<file path="config.mk">
export PLATFORM = sky130hd
export DESIGN_NAME = alu_exec_unit
export DESIGN_NICKNAME = d
export VERILOG_FILES = /design/src/rtl/alu_exec_unit.sv
export SDC_FILE = /design/constraint.sdc
export NUM_CORES = 1
export LEC_CHECK = 0
export ABC_CLOCK_PERIOD_IN_PS = 3300
export CORE_UTILIZATION = 54
export CTS_CLUSTER_SIZE = 8
export DETAILED_ROUTE_END_ITERATION = 6
export HOLD_SLACK_MARGIN = 0.03
export PLACE_DENSITY = 0.85
export SYNTH_ARGS = -nofsm -noshare
export SYNTH_HDL_FRONTEND = slang
export SYNTH_SLANG_ARGS = --single-unit
</file>
<file path="constraint.sdc">
create_clock -name clk -period 3.3 [get_ports clk]
set_input_delay 0.66 -clock clk [delete_from_list [all_inputs] [get_ports clk]]
set_output_delay 0.66 -clock clk [all_outputs]
set_load 0.02 [all_outputs]
</file>
<file path="src/rtl/alu_exec_unit.sv">
// alu_exec_unit: execute-stage ALU fed by the ALU controller's 3-bit code.
// Single-cycle ops (add/sub/and/or/slt) finish on the start edge.
// Code 3'b011 runs an iterative shift-add multiply that returns the low WIDTH bits.
// Optional macro ALU_MUL_EARLY_TERM_EN: the multiply stops as soon as the
// remaining multiplier bits are zero.
module alu_exec_unit #(
  parameter int WIDTH = 32,
  parameter int CNT_W = 6
) (
  input  logic             clk,
  input  logic             rst,
  input  logic             start,
  input  logic [2:0]       AluOperation,
  input  logic [WIDTH-1:0] A,
  input  logic [WIDTH-1:0] B,
  output logic             busy,
  output logic             done,
  output logic [WIDTH-1:0] result,
  output logic             zero
);

  localparam logic [2:0] OP_AND = 3'b000;
  localparam logic [2:0] OP_OR  = 3'b001;
  localparam logic [2:0] OP_ADD = 3'b010;
  localparam logic [2:0] OP_MUL = 3'b011;
  localparam logic [2:0] OP_SUB = 3'b110;
  localparam logic [2:0] OP_SLT = 3'b111;

  typedef enum logic {IDLE, MUL} state_t;

  state_t           state;
  logic [WIDTH-1:0] ar, br, acc;
  logic [CNT_W-1:0] cnt;
  logic [WIDTH-1:0] alu_res, acc_nxt;
  logic             mul_last;

  // Single-cycle function of the live operands; reserved codes give 0.
  always_comb begin
    alu_res = '0;
    case (AluOperation)
      OP_ADD:  alu_res = A + B;
      OP_SUB:  alu_res = A - B;
      OP_AND:  alu_res = A & B;
      OP_OR:   alu_res = A | B;
      OP_SLT:  alu_res = {{(WIDTH-1){1'b0}}, ($signed(A) < $signed(B))};
      default: alu_res = '0;
    endcase
  end

  // One shift-add step; the last step is folded straight into result.
  assign acc_nxt = acc + (br[0] ? ar : '0);

`ifdef ALU_MUL_EARLY_TERM_EN
  assign mul_last = (cnt == CNT_W'(WIDTH-1)) || (br[WIDTH-1:1] == '0);
`else
  assign mul_last = (cnt == CNT_W'(WIDTH-1));
`endif

  // Control FSM plus datapath registers; done is a single-cycle pulse.
  always_ff @(posedge clk or negedge rst) begin
    if (!rst) begin
      state  <= IDLE;
      busy   <= 1'b0;
      done   <= 1'b0;
      result <= '0;
      zero   <= 1'b1;
      ar     <= '0;
      br     <= '0;
      acc    <= '0;
      cnt    <= '0;
    end else begin
      done <= 1'b0;
      case (state)
        IDLE: begin
          if (start) begin
            if (AluOperation == OP_MUL) begin
`ifdef ALU_MUL_EARLY_TERM_EN
              if (B == '0) begin
                result <= '0;
                zero   <= 1'b1;
                done   <= 1'b1;
              end else
`endif
              begin
                ar    <= A;
                br    <= B;
                acc   <= '0;
                cnt   <= '0;
                state <= MUL;
                busy  <= 1'b1;
              end
            end else begin
              result <= alu_res;
              zero   <= (alu_res == '0);
              done   <= 1'b1;
            end
          end
        end
        MUL: begin
          acc <= acc_nxt;
          ar  <= ar << 1;
          br  <= br >> 1;
          cnt <= cnt + 1'b1;
          if (mul_last) begin
            result <= acc_nxt;
            zero   <= (acc_nxt == '0);
            done   <= 1'b1;
            state  <= IDLE;
            busy   <= 1'b0;
          end
        end
        default: begin
          state <= IDLE;
          busy  <= 1'b0;
        end
      endcase
    end
  end

endmodule

</file>
==> results of run 1 <==
==> through the flow <==
stage	instances	setup WS, ps	instance area (um2)	setup TNS [ps]	util, %
2_1_floorplan	1568	-245.7	12800	-370.9	-
3_3_place_gp	2385	-1336	17610	-21200	76.84
3_5_place_dp	2385	-1460	17610	-22250	76.84
4_1_cts	2450	-651.9	19460	-1136	84.91
==> per-layer routing <==
layer  GRT overflow  track usage [%]
met1              1            80.73
met4              3            72.64
met5              0            56.31
met2              4            91.92
met3              3            71.75
==> what timing repair did <==
item,in CTS
setup endpoints to repair,25
gates cloned,0
pin swaps,88
setup buffers,34
gates resized for setup,296
==> kinds of logic after synthesis <==
logic type	count (synthesis)	share of synthesized area [%]
compound gates	503	25.22
xor+xnor	62	4.248
fa+ha+maj	146	14.47
buf+inv	199	6.196
flops	138	27.03
mux	83	6.519
simple gates	437	16.33
==> cells in the mapped netlist, types with 8 or more instances <==
cell       number
nand2_1       148
a21oi_1       147
ha_1          143
dfrtp_1       137
o21ai_0       132
nor2_1        107
inv_1          98
mux2i_1        81
clkbuf_1       62
xnor2_1        43
and2_1         38
a22o_1         35
a211oi_1       31
nor3_1         25
nor4_1         21
nand3_1        20
xor2_1         19
o31ai_1        18
buf_1          17
nand4_1        17
a21o_1         14
o211ai_1       14
nor2b_1        13
o22ai_1        12
a31oi_1        10
o21bai_1       10
and3_1          9
buf_2           9
a2111oi_0       8
nand2b_1        8
o21ai_1         8
==> flow_metrics.py, run 1 <==
metrics = {
    "status": {
        "status": "stopped before the end",
        "lastStage": "5_1_grt",
        "error_line": "[ERROR GRT-0232] Routing congestion too high. Check the congestion heatmap in the GUI.",
    },
    "yosys": {
        "synth_edf_count": 0,
        "synth-warning-count": 0,
        "yosysTopAreaCell": "dfrtp_1",
        "synthDistinctLibCells": 85,
        "netlist_area_um2": 12780,
        "netlist_instances": 1568,
        "netlist.area_leader.share_pct": 26.82,
        "ys_seq_elements": 138,
        "async_reset_ff_share_pct": 100.0,
        "synth_nets": 1784,
        "syn_area_per_cell_um2": 8.152,
        "seq_area_frac_synth_pct": 27.03,
        "synth_area_leaders": "dfrtp_1 27%, ha_1 14%, mux2i_1 6.3%",
        "ys.flop_type": "dfrtp_1",
    },
    "floorplan": {
        "initial_core_util_pct": 55.78,
        "die_w_um": 155.9,
        "io_pins": 105,
        "rows": 55,
        "dieHeight_um": 155.9,
    },
    "place": {
        "portBuffers": 104,
        "dpl.hpwl_um": 37550,
        "gp_congestion": 1.004,
    },
    "clock_network": {
        "cts_buffer_depth": 2,
        "clock-sinks": 138,
        "root_buffer": "clkbuf_16",
        "numCtsBuffers": 17,
        "postCtsHoldBufs": 0,
        "h-tree-depth": 4,
    },
    "timing": {
        "grt_repair_worst_endpoint": "zero$_DFFE_PN1P_/D",
        "worstEpCategory": "sequential cell input",
    },
    "grt": {
        "grtUsageTotal_pct": 80.20,
        "antenna_found_initial": 19,
        "grt_max_degree": 129,
        "grt_overflow": 11,
    },
}
==> run 2, diff against run 1 <==
- ABC_CLOCK_PERIOD_IN_PS: 3300 -> 4300
- CORE_UTILIZATION: 54 -> 40
- CTS_CLUSTER_SIZE: 8 -> not set
- HOLD_SLACK_MARGIN: 0.03 -> not set
- PLACE_DENSITY: 0.85 -> not set
- PLACE_DENSITY_LB_ADDON: not set -> 0.15
- clock period: 3.3 -> 4.3 ns (I/O delays scaled with it)
==> run 2 against run 1 <==
Against the previous run: the flow now finishes without violations; synthesized cell count unchanged; area after synthesis unchanged.
==> flow_metrics.py, run 2 <==
metrics = {
    "worst_hold_path": {
        "hp-class": "reg2reg",
    },
    "yosys": {
        "async_reset_ff_share_pct": 100.0,
        "synth_area_leaders": "dfrtp_1 27%, ha_1 14%, mux2i_1 6.3%",
        "syn_area_per_cell_um2": 8.152,
        "yosysTopAreaCell": "dfrtp_1",
        "ys_top_cells_by_count": "148 x nand2_1, 147 x a21oi_1, 143 x ha_1",
        "netlist.area_leader.share_pct": 26.82,
        "ys.flop_type": "dfrtp_1",
        "synth_fa_ha_area_share_pct": 14.47,
        "seq_area_frac_synth_pct": 27.03,
        "synth_nets": 1784,
        "synth_xor_area_share_pct": 4.248,
        "netlist_instances": 1568,
        "synthDistinctLibCells": 85,
        "ys_seq_elements": 138,
        "synth-compound-area-share_pct": 25.22,
        "synth_top_family_by_area": "compound AO/OA/AOI/OAI gates",
        "netlist_area_um2": 12780,
        "synth.most_common_cell": "nand2_1",
        "synth-warning-count": 0,
        "synthSimpleGateAreaFrac_pct": 16.33,
        "muxShareOfSynthArea_pct": 6.519,
        "synth_edf_count": 0,
    },
    "floorplan": {
        "die-area_um2": 32670,
        "die_w_um": 180.8,
        "core_area_um2": 31470,
        "dieHeight_um": 180.8,
        "io_pins": 105,
        "initial_core_util_pct": 40.61,
        "rows": 65,
    },
    "layout": {
        "final_cell_mix": "302 x buf_4, 148 x nand2_1, 137 x a21oi_1, 136 x ha_1, 136 x dfrtp_1",
        "final_cells": 2317,
        "final_common_cell": "buf_4",
        "seq_area_um2": 3458,
        "nFillCells": 3016,
        "layout-area-overhead-vs-synth_pct": 34.48,
        "diodes": 0,
        "finalNetCount": 2118,
        "drive_above_1_share_pct": 22.04,
        "multi_input_area_um2": 8901,
        "fin_area_um2": 17190,
    },
    "power_and_ir_drop": {
        "power_density_nw_per_um2": 514.8,
        "max-vdd-ir-drop_uv": 325.3,
        "total_power_mw": 8.850,
        "p_leak_nw": 8.223,
    },
    "timing": {
        "period_share_pct": 97.36,
        "max_freq_mhz": 238.9,
        "worst_slew_pin_slew_ps": 926.3,
        "timing.final.crit_period_ps": 4187,
        "relSlewSlack_pct": 38.25,
        "layout_setup_ws_ps": 113.4,
        "hold_viol": 0,
        "setup_violations": 0,
        "finClkSkew_ps": 7.873,
        "slew_viol_final": 0,
    },
    "place": {
        "pre_cts_ws_ps": -800.1,
        "gp_congestion": 0.9680,
        "dpl.cell_count": 2281,
        "dpl.hpwl_um": 35410,
        "placed_area_um2": 16220,
        "portBuffers": 104,
    },
    "route": {
        "route.detailed.drc": 0,
        "drt-wirelength-per-cell_um": 19.28,
        "routed_wl_um": 44670,
        "ant_nets": 0,
        "via_per_inst": 5.568,
        "dr.pass1.iters": 5,
        "vias": 12901,
        "drt_iter0_drc": 942,
    },
    "worst_setup_path": {
        "cpMostUsedCell": "buf_4",
        "start_kind": "input port",
        "path_max_fanout": 3,
        "critPathBufInv": 5,
        "slowest_delay_ps": 550,
        "slowest_stage": "or4b_4",
        "cp.arrival_ps": 4580,
        "worstSetupPathType": "in2reg",
        "path_cells": "clkdlybuf4s50_1 -> inv_1 -> buf_4 -> ha_1 -> buf_4 -> a221o_1 -> o2111a_2 -> o21ai_2 -> o211a_1 -> buf_4 -> a21oi_2 -> xnor2_1 -> o22ai_2 -> or4b_4 -> nor4_4 -> a31o_1",
        "path_delay_family": "compound AO/OA/AOI/OAI gates",
        "critPathRequiredTime_ps": 4690,
        "endpoint_kind": "flop",
    },
    "clock_network": {
        "clock_latency_ps": 450,
        "clock-sinks": 138,
        "numCtsBuffers": 17,
        "root_buffer": "clkbuf_16",
        "cts_tree": "built",
        "postCtsHoldBufs": 0,
        "cts_buffer_depth": 2,
        "h-tree-depth": 4,
        "clkTransAtPathRegs_ps": 60,
    },
    "flow_run": {
        "maxCapViolCount": 0,
    },
    "grt": {
        "antenna_found_initial": 1,
        "first_global_vias": 12529,
        "grt_pass1_wl_um": 70510,
        "grt_overflow": 0,
        "grt_max_degree": 103,
        "grtUsageTotal_pct": 27.74,
    },
    "status": {
        "status": "finished, final reports clean",
    },
}
[run 2: cell counts after synthesis]
Identical to the previous run, type by type.
[run 2: worst paths after layout]
kind	from	end	slack, ps	cells past startpoint
max	B[3]	zero	110	16
min	br[11]	br[11]	480	2
max reg2reg	br[0]	zero	180	15
min reg2reg	br[11]	br[11]	480	2
max in group asynchronous	rst	zero	2940	2
min in group asynchronous	rst	cnt[0]	530	1
[run 2: metrics by stage]
| stage | utilization [%] | hold WS (ps) | TNS (ps) |
|---|---|---|---|
| 2_1_floorplan | - | 449.6 | 0 |
| 3_3_place_gp | 51.54 | 462.6 | -4938 |
| 3_5_place_dp | 51.54 | 464.6 | -5249 |
| 4_1_cts | 53.57 | 479.3 | 0 |
| 5_1_grt | 54.61 | 508.5 | -11.31 |
| 6_report | 54.61 | 479.9 | 0 |
[run 2: power by group]
| group | internal, mW | leakage (nW) | switching (mW) |
|---|---|---|---|
| combinational | 2.26 | 6.27 | 2.77 |
| clock | 0.831 | 0.269 | 0.661 |
| sequential | 1.93 | 1.69 | 0.391 |
| total | 5.03 | 8.22 | 3.82 |
[run 2: layout make-up]
cell class,instances,share of cell area [%]
inverter,104,2.271
sequential,138,20.12
clock buffer,20,2.657
tap,402,2.926
multi-input combinational,1231,51.78
timing repair buffer,410,19.58
clock inverter,12,0.6624
[run 2: what timing repair did]
action / in CTS / in global routing
setup endpoints to repair: 4 / 6
gates cloned: 0 / 0
pin swaps: 5 / 18
resized for setup: 15 / 67
buffers inserted: 1 / 3
[run 2: layer usage]
layer  wire [um]  vias up  share of wire, %  GRT usage [%]
met5           0        -                 0              0
met3        2328       51               5.2          3.749
met1       22310     6172                50          41.36
met2       19350      383                43          41.85
li1            -     6295                 -              -
met4         670        0               1.5          6.838
[run 2: worst register-to-register path: cells and delay by family (launching register included)]
family / cells / cell delay (ps)
DFF: 1 / 410
AOI/OAI and AO/OA: 7 / 1350
buffers and inverters: 1 / 180
adders and majority gates: 1 / 320
and+or+nand+nor: 5 / 1630
xor gates and xnor gates: 1 / 170
[run 2: logic make-up after synthesis]
| kind of cell | count (synthesis) |
|---|---|
| and+or+nand+nor | 437 |
| buffers and inverters | 199 |
| muxes | 83 |
| AOI/OAI and AO/OA | 503 |
| xor gates and xnor gates | 62 |
| adders and majority gates | 146 |
| DFF | 138 |
No activity file was read; power rests on OpenSTA's default activity.
==> run 3, diff against run 2 <==
==> constraint.sdc (replaced) <==
create_clock -name clk -period 4.3 [get_ports clk]
set_input_delay 0.86 -clock clk [delete_from_list [all_inputs] [get_ports clk]]
set_output_delay 0.86 -clock clk [all_outputs]
set_load 0.01 [all_outputs]
==> results of run 3 <==
The final DEF is identical to that of run 2. Status: finished, final reports clean.
Main changes from that run: total power 8.850 mW -> 8.728 mW; worst IR drop on VDD 325.3 uV -> 325.1 uV
==> run 4, diff against run 3 <==
- GPL_ROUTABILITY_DRIVEN: not set -> 0
==> run 4 against run 3 <==
Against the previous run: flip-flop and latch count unchanged; first-iteration DRC count is 7.9% higher; worst hold slack worse by 3.7 ps; total power fell by 0.47%; via count shrank 1.1%; combinational power fell by 2%; largest power group unchanged; worst setup slack worse by 1.2 ps; clock skew rose by 3.6 ps; global-route usage down 1.2 points; routed wire length is 4.3% lower; die area is the same.
==> flow_metrics.py, run 4 (same netlist as run 2, synthesis figures left out) <==
metrics = {
    "worst_setup_path": {
        "worstSetupPathType": "in2reg",
        "r2r-start": "br[0]",
        "path_max_fanout": 5,
        "cp-startpoint": "A[10]",
        "start_kind": "input port",
        "cp.arrival_ps": 4580,
        "endpoint_kind": "flop",
        "critPathRequiredTime_ps": 4690,
    },
    "place": {
        "pre_cts_ws_ps": -584.3,
        "portBuffers": 104,
        "dpl.cell_count": 2253,
        "dpl.hpwl_um": 33610,
    },
    "floorplan": {
        "die_w_um": 180.8,
        "core_area_um2": 31470,
        "initial_core_util_pct": 40.61,
        "dieHeight_um": 180.8,
        "die-area_um2": 32670,
        "io_pins": 105,
        "rows": 65,
    },
    "timing": {
        "rsz0062_at_grt": "yes",
        "relSlewSlack_pct": 28.68,
        "final.setup.tns_ps": 0,
        "hold_viol": 0,
        "max_freq_mhz": 238.8,
        "slew_viol_final": 0,
        "worst_slew_pin_slew_ps": 1070,
        "finClkSkew_ps": 11.46,
        "setup_violations": 0,
        "period_share_pct": 97.39,
        "layout_setup_ws_ps": 112.2,
        "timing.final.crit_period_ps": 4188,
    },
    "layout": {
        "final_cell_mix": "271 x buf_4, 148 x nand2_1, 144 x a21oi_1, 138 x ha_1, 136 x dfrtp_1",
        "finalNetCount": 2086,
        "final_common_cell": "buf_4",
        "final_cells": 2286,
        "final_util_pct": 53.41,
        "drive_above_1_share_pct": 19.49,
        "layout-area-overhead-vs-synth_pct": 31.51,
    },
    "route": {
        "drt-met1-wl_um": 20600,
        "vias": 12761,
        "route.detailed.drc": 0,
        "routed_wl_um": 42770,
        "ant_nets": 0,
        "drt-wirelength-per-cell_um": 18.71,
        "wl_met2_um": 18850,
        "dr.pass1.iters": 6,
        "drt_iter0_drc": 1016,
        "met3WireLength_um": 2594,
        "via_per_inst": 5.582,
        "highest_layer": "met4",
    },
    "grt": {
        "first_global_vias": 12571,
        "grt_pass1_wl_um": 68160,
        "grt_overflow": 0,
        "antenna_found_initial": 2,
        "grtUsageTotal_pct": 26.52,
        "grt_max_degree": 94,
    },
    "clock_network": {
        "clock-sinks": 138,
        "clock_latency_ps": 450,
        "numCtsBuffers": 17,
        "cts_buffer_depth": 2,
        "cts_tree": "built",
        "clkTransAtPathRegs_ps": 70,
        "h-tree-depth": 4,
        "root_buffer": "clkbuf_16",
        "post_cts_buffers": 0,
    },
    "power_and_ir_drop": {
        "p_leak_nw": 8.023,
        "total_power_mw": 8.687,
        "max-vdd-ir-drop_uv": 290.5,
        "power_density_nw_per_um2": 516.8,
    },
    "flow_run": {
        "maxCapViolCount": 0,
    },
    "status": {
        "status": "finished, final reports clean",
    },
    "worst_hold_path": {
        "min-delay-start": "result[17]",
        "hp-class": "reg2reg",
    },
}
-- run 4: repair_timing --
action                                  CTS  global route
hold buffers                              0             0
endpoints found under the setup margin    3             6
pin swaps                                 0             4
cloned                                    0             0
gates resized for setup                   4            39
-- run 4: stage by stage --
| stage | area [um2] | hold WS [ps] |
|---|---|---|
| final | 16810 | 476.2 |
| after global routing | 16810 | 508.0 |
| after CTS | 16620 | 482.1 |
| after detailed placement | 16030 | 467.7 |
| after global placement | 16030 | 464.0 |
| after floorplan | 12780 | 449.6 |
-- run 4: worst paths after layout --
path,endpoint,slack (ps),cells past startpoint
setup / recovery,zero,110,17
hold / removal,result[17],480,2
setup reg to reg,zero,230,15
hold reg to reg,result[17],480,2
max in group asynchronous,br[23],3040,2
min in group asynchronous,result[9],520,1
-- run 4: final cells by class --
type	instances	area [um2]
well taps	402	503.0
diodes	1	2.502
clock inverters	14	146.4
fillers	3026	14660
repair buffers	378	3127
flip-flops and latches	138	3458
multi-input cells	1231	8753
inverters	104	390.4
clock buffers	18	429.2
-- run 4: worst max-delay path, cell delays in order --
cell             delay, ps
clkdlybuf4s50_1        500
inv_1                   60
ha_1                   380
inv_1                  160
buf_4                  140
nand2_1                 60
o311ai_2               270
buf_4                  170
o21ai_1                 90
o211a_1                300
or4b_1                 510
a31oi_2                230
xnor2_1                120
a21oi_2                200
nand4_1                110
nor4_1                 250
a31o_1                 180
-- run 4: layer usage --
metal,up-vias,global-route usage (%)
li1,6222,-
met1,6079,38.35
met2,408,41.28
met3,52,3.306
met4,0,7.385
met5,-,0
-- run 4: power by group --
group | internal (mW) | switching [mW]
combinational | 2.21 | 2.60
sequential | 1.93 | 0.430
clock | 0.856 | 0.658
